## src/rtl/ex_hazard_ctrl.sv

```systemverilog
// ex_hazard_ctrl -- pipeline hazard controller for the EX stage.
//
// Resolves four hazard sources, highest priority first: Dcache miss,
// multi-cycle EX op (div / SIMD mul), taken branch, load-use. Stall, flush
// and bubble outputs are combinational from the FSM state and the current
// inputs, so the pipeline reacts in the same cycle. Multi-cycle waits are
// bounded by a timeout counter that raises a one-cycle error pulse.
//
// Ports:
//   clk, rst_n                  clock, async active-low reset
//   ID_Rs{1,2,3}Addr, ID_RsValid source regs of the ID instruction
//   IDEX_RdAddr, IDEX_MemRdEN   destination / load flag of the EX instruction
//   MC_Start, MC_Done           multi-cycle unit handshake
//   Mem_Req, Dcache_Ready       MEM-stage Dcache access / completion
//   EX_BranchTaken              EX redirects the PC
//   Hazard_*Stall / *Flush      stage register hold / bubble controls
//   Hazard_EXMemBubble          bubble into EX/MEM while EX is busy
//   Hazard_State                current FSM state
//   Hazard_MCTimeout            registered one-cycle timeout pulse
//   Hazard_StallCnt             saturating count of PC-stall cycles
module ex_hazard_ctrl #(
    parameter int RF_ADDR_WIDTH = 5,
    parameter int MC_MAX_CYCLES = 34
) (
    input  logic                     clk,
    input  logic                     rst_n,
    input  logic [RF_ADDR_WIDTH-1:0] ID_Rs1Addr,
    input  logic [RF_ADDR_WIDTH-1:0] ID_Rs2Addr,
    input  logic [RF_ADDR_WIDTH-1:0] ID_Rs3Addr,
    input  logic [2:0]               ID_RsValid,
    input  logic [RF_ADDR_WIDTH-1:0] IDEX_RdAddr,
    input  logic                     IDEX_MemRdEN,
    input  logic                     MC_Start,
    input  logic                     MC_Done,
    input  logic                     Mem_Req,
    input  logic                     Dcache_Ready,
    input  logic                     EX_BranchTaken,
    output logic                     Hazard_PCStall,
    output logic                     Hazard_IFIDStall,
    output logic                     Hazard_IDEXStall,
    output logic                     Hazard_EXMemStall,
    output logic                     Hazard_IFIDFlush,
    output logic                     Hazard_IDEXFlush,
    output logic                     Hazard_EXMemBubble,
    output logic [1:0]               Hazard_State,
    output logic                     Hazard_MCTimeout,
    output logic [15:0]              Hazard_StallCnt
);

    typedef enum logic [1:0] {
        IDLE     = 2'b00,
        MISSWAIT = 2'b01,
        MCWAIT   = 2'b10,
        ILLEGAL  = 2'b11
    } state_e;

    localparam logic [7:0] MC_LAST = 8'(MC_MAX_CYCLES - 1);

    state_e      state_q, state_d;
    logic [7:0]  mc_cnt_q, mc_cnt_d;
    logic [15:0] stall_cnt_q, stall_cnt_d;
    logic        mc_timeout_q, mc_timeout_d;
    logic        miss, load_use;

    assign miss = Mem_Req && !Dcache_Ready;

    // x0 is hardwired zero, so a load targeting it never creates a dependency.
    assign load_use = IDEX_MemRdEN && (IDEX_RdAddr != '0) &&
                      ((ID_RsValid[0] && (ID_Rs1Addr == IDEX_RdAddr)) ||
                       (ID_RsValid[1] && (ID_Rs2Addr == IDEX_RdAddr)) ||
                       (ID_RsValid[2] && (ID_Rs3Addr == IDEX_RdAddr)));

    always_comb begin
        state_d            = state_q;
        mc_cnt_d           = mc_cnt_q;
        mc_timeout_d       = 1'b0;
        Hazard_PCStall     = 1'b0;
        Hazard_IFIDStall   = 1'b0;
        Hazard_IDEXStall   = 1'b0;
        Hazard_EXMemStall  = 1'b0;
        Hazard_IFIDFlush   = 1'b0;
        Hazard_IDEXFlush   = 1'b0;
        Hazard_EXMemBubble = 1'b0;
        case (state_q)
            IDLE: begin
                if (miss) begin
                    {Hazard_PCStall, Hazard_IFIDStall,
                     Hazard_IDEXStall, Hazard_EXMemStall} = 4'b1111;
                    state_d = MISSWAIT;
                end else if (MC_Start && !MC_Done) begin
                    {Hazard_PCStall, Hazard_IFIDStall, Hazard_IDEXStall} = 3'b111;
                    Hazard_EXMemBubble = 1'b1;
                    state_d            = MCWAIT;
                    mc_cnt_d           = '0;
                end else if (EX_BranchTaken) begin
                    // The flush kills the ID instruction, so a load-use match is moot.
                    Hazard_IFIDFlush = 1'b1;
                    Hazard_IDEXFlush = 1'b1;
                end else if (load_use) begin
                    Hazard_PCStall   = 1'b1;
                    Hazard_IFIDStall = 1'b1;
                    Hazard_IDEXFlush = 1'b1;
                end
            end
            MISSWAIT: begin
                if (!Dcache_Ready) begin
                    {Hazard_PCStall, Hazard_IFIDStall,
                     Hazard_IDEXStall, Hazard_EXMemStall} = 4'b1111;
                end else begin
                    state_d = IDLE;
                end
            end
            MCWAIT: begin
                // EX is frozen here, so a taken branch is re-presented after release.
                if (MC_Done) begin
                    state_d  = IDLE;
                    mc_cnt_d = '0;
                end else begin
                    {Hazard_PCStall, Hazard_IFIDStall, Hazard_IDEXStall} = 3'b111;
                    Hazard_EXMemBubble = 1'b1;
                    if (mc_cnt_q == MC_LAST) begin
                        mc_timeout_d = 1'b1;
                        state_d      = IDLE;
                        mc_cnt_d     = '0;
                    end else begin
                        mc_cnt_d = mc_cnt_q + 8'd1;
                    end
                end
            end
            default: state_d = IDLE;
        endcase
        // Hazard controls are quiet throughout reset, whatever the inputs do.
        if (!rst_n) begin
            Hazard_PCStall     = 1'b0;
            Hazard_IFIDStall   = 1'b0;
            Hazard_IDEXStall   = 1'b0;
            Hazard_EXMemStall  = 1'b0;
            Hazard_IFIDFlush   = 1'b0;
            Hazard_IDEXFlush   = 1'b0;
            Hazard_EXMemBubble = 1'b0;
        end
    end

    always_comb begin
        stall_cnt_d = stall_cnt_q;
        if (Hazard_PCStall && (stall_cnt_q != 16'hFFFF))
            stall_cnt_d = stall_cnt_q + 16'd1;
    end

    always_ff @(posedge clk or negedge rst_n) begin
        if (!rst_n) begin
            state_q      <= IDLE;
            mc_cnt_q     <= '0;
            stall_cnt_q  <= '0;
            mc_timeout_q <= 1'b0;
        end else begin
            state_q      <= state_d;
            mc_cnt_q     <= mc_cnt_d;
            stall_cnt_q  <= stall_cnt_d;
            mc_timeout_q <= mc_timeout_d;
        end
    end

    assign Hazard_State     = state_q;
    assign Hazard_MCTimeout = mc_timeout_q;
    assign Hazard_StallCnt  = stall_cnt_q;

endmodule
```

## config.mk

```make
export PLATFORM = sky130hd
export DESIGN_NAME = ex_hazard_ctrl
export DESIGN_NICKNAME = d
export VERILOG_FILES = /design/src/rtl/ex_hazard_ctrl.sv
export SDC_FILE = /design/constraint.sdc
export NUM_CORES = 1
export LEC_CHECK = 0
export ABC_AREA = 1
export CAP_MARGIN = 15
export CORE_UTILIZATION = 45
export CTS_BUF_LIST = sky130_fd_sc_hd__clkbuf_8
export DETAILED_ROUTE_END_ITERATION = 10
export PLACE_DENSITY = 0.84
export SLEW_MARGIN = 5
export SYNTH_ARGS = -nofsm -noshare
export SYNTH_HDL_FRONTEND = slang
export SYNTH_SLANG_ARGS = --single-unit
```

## constraint.sdc

```tcl
create_clock -name clk -period 3.2 [get_ports clk]
set_input_delay 0.32 -clock clk [delete_from_list [all_inputs] [get_ports clk]]
set_output_delay 0.32 -clock clk [all_outputs]
set_load 0.02 [all_outputs]
```

==> results.json <==
{
  "start_util_pct": 47.5,
  "drive_above_1_share_pct": 5.14,
  "ys_top_cells_by_area": "dfrtp_1 35%, nand2_1 20%, inv_1 8.8%, nand3_1 8.1%, nor2_1 5.6%",
  "timing.rr.start": "Hazard_StallCnt[0]$_DFFE_PN0P_",
  "synth_area_per_cell_sq_um": 6.58,
  "die_w_um": 67.4,
  "final_cell_mix": "101 x nand2_1, 56 x clkdlybuf4s50_1, 45 x inv_1, 31 x nand3_1, 29 x nor2_1",
  "finalCriticalPeriod_ns": 2.66,
  "nets": 385,
  "wl_per_cell_um": 11.5,
  "insertion_delay_ns": 0.28,
  "via_count": 1963,
  "cp_data_required_time_ns": 2.88,
  "fin_setup_tns_ns": 0,
  "crit_top_cell": "nand3_1",
  "crit_path_start_kind": "primary input",
  "cp-end-kind": "primary output",
  "antenna_found_initial": 0,
  "coreArea_sq_um": 4060,
  "drc": 0,
  "dp_hpwl_um": 3560,
  "die_area_sq_um": 4550,
  "timing.fmax_mhz": 376,
  "slew_headroom_pct": 76.2,
  "antennaDiodeCount": 0,
  "antenna_left": 0,
  "criticalPathCategory": "in -> out",
  "netlist_area_sq_um": 1930,
  "gp_congestion": 0.854,
  "grt_setup_unrepaired": "no",
  "slowest_stage": "clkdlybuf4s50_1",
  "ios": 57,
  "hold_class": "in -> async",
  "layout_commonest_cell": "nand2_1",
  "viasPerCell": 4.91,
  "place_ws_ns": 0.541,
  "groute.usage.overall_pct": 21.3,
  "rows": 23,
  "slew_violations": 0,
  "synthCells": 293,
  "worstMarginPinSlew_ns": 0.354,
  "first_global_vias": 1802,
  "wl_um": 4610,
  "status": "complete, no violations",
  "cts_tree": "done",
  "place_area_sq_um": 2530,
  "overflow": 0,
  "clock-sinks": 27,
  "fin_skew_ns": 0.00800,
  "drv_cap": 0,
  "irDropWorstVdd_v": 0.000388,
  "ys_types": 25,
  "drt_iter0_drc": 66,
  "fin_ws_ns": 0.541,
  "power.density_nw_per_um2": 365,
  "path_cells": "clkdlybuf4s50_1 > inv_2 > nand2_1 > nand2_1 > nor2_1 > nand3_1 > nand3_1 > nand3_1 > nand2_4 > clkdlybuf4s50_1",
  "fin_crit_sh_pct": 83.1,
  "drt_first_pass_iters": 4,
  "cts_resized": 0,
  "max_stage_delay_ns": 0.66,
  "cts_root_buf": "clkbuf_8",
  "reg2reg_slack_ns": 1.38,
  "fin_area_sq_um": 2570,
  "crit_arrival_ns": 2.34,
  "power.leakage_nw": 1.32,
  "hold_buffers": 0,
  "path_buf_inv": 3,
  "cts_buffer_depth": 2,
  "synth.largest_area_cell": "dfrtp_1",
  "ys_ff_latch": 27,
  "portBuffers": 56,
  "syn2layout_area_growth_pct": 33.5,
  "total_power_w": 0.000938,
  "yosysWarnings": 0,
  "holdWs_ns": 0.252,
  "yosysSeqAreaShare_pct": 35.1,
  "post_cts_buffers": 0,
  "grt_first_pass_wirelength_um": 7470,
  "die_y_um": 67.4,
  "grt_max_degree": 27,
  "synthesis.nets": 327,
  "cts_made_buffers": 3,
  "startpoint": "IDEX_RdAddr[3]",
  "finalSetupViolCount": 0,
  "finalHoldViolations": 0,
  "htree_num_levels": 1,
  "synth_top_area_share_pct": 35.1,
  "crit_family": "buffers and inverters",
  "worst-path-max-fanout": 20,
  "clk_pin_slew_ns": 0.09
}
-- stage by stage --
step	cells	utilization, %
3_5_place_dp	396	62.3
4_1_cts	400	63.4
2_1_floorplan	293	-
5_1_grt	400	63.4
6_report	400	63.4
3_3_place_gp	396	62.3
-- cells in the mapped netlist --
cell / n
a21oi_1: 6
buf_2: 1
buf_4: 2
buf_6: 1
dfrtp_1: 27
ha_1: 3
inv_1: 45
inv_2: 4
nand2_1: 101
nand2_2: 2
nand2_4: 3
nand3_1: 31
nand3_2: 1
nand4_1: 5
nor2_1: 29
nor2_4: 1
nor3_1: 9
nor3_2: 1
nor3_4: 1
nor4_1: 2
o211ai_1: 1
o21ai_0: 3
o22ai_1: 1
xnor2_1: 2
xor2_1: 11
-- per-layer routing --
metal / vias up / track usage, % / wire length [um]
met5: - / 0 / 0
met4: 0 / 5.59 / 54
met3: 5 / 3.21 / 298
met2: 43 / 38.8 / 2090
met1: 890 / 25.9 / 2160
li1: 1025 / - / -
-- logic make-up (layout without fill, tap and decap cells) --
group | after synthesis | count (layout) | synth area share, %
and+or+nand+nor | 186 | 186 | 42.9
buffers and inverters | 53 | 110 | 11.2
adders and majority gates | 3 | 3 | 1.95
xor gates and xnor gates | 13 | 13 | 5.91
DFF | 27 | 27 | 35.1
AOI/OAI and AO/OA | 11 | 11 | 3.05
-- worst paths after layout --
kind,endpoint,cells after the start
max in group asynchronous,mc_cnt_q[6]$_DFFE_PN0P_,2
min,Hazard_State[0]$_DFFE_PN0P_,1
min reg2reg,Hazard_StallCnt[13]$_DFFE_PN0P_,2
min in group clk,Hazard_StallCnt[13]$_DFFE_PN0P_,2
max reg2reg,Hazard_StallCnt[4]$_DFFE_PN0P_,9
max,Hazard_IFIDStall,10
-- flip-flops by register name (all words and copies together) (netlist names) --
register / cells
mc_cnt_q: 8
Hazard_State: 2
Hazard_StallCnt: 16
Hazard_MCTimeout: 1
-- report_power, final --
group | total (W) | switching [W] | internal [W]
Clock | 0.000197 | 0.000110 | 0.0000874
Combinational | 0.000317 | 0.000173 | 0.000144
Sequential | 0.000424 | 0.0000503 | 0.000374
Total | 0.000938 | 0.000333 | 0.000605
-- cell type report --
type / count / area, sq um
tap: 50 / 62.6
sequential: 27 / 676
fill: 393 / 1490
timing repair buffer: 57 / 568
multi-input combinational: 213 / 1040
clock buffer: 3 / 41.3
inverter: 49 / 184
clock inverter: 1 / 5.00
Power figures use the tool's default switching activity.
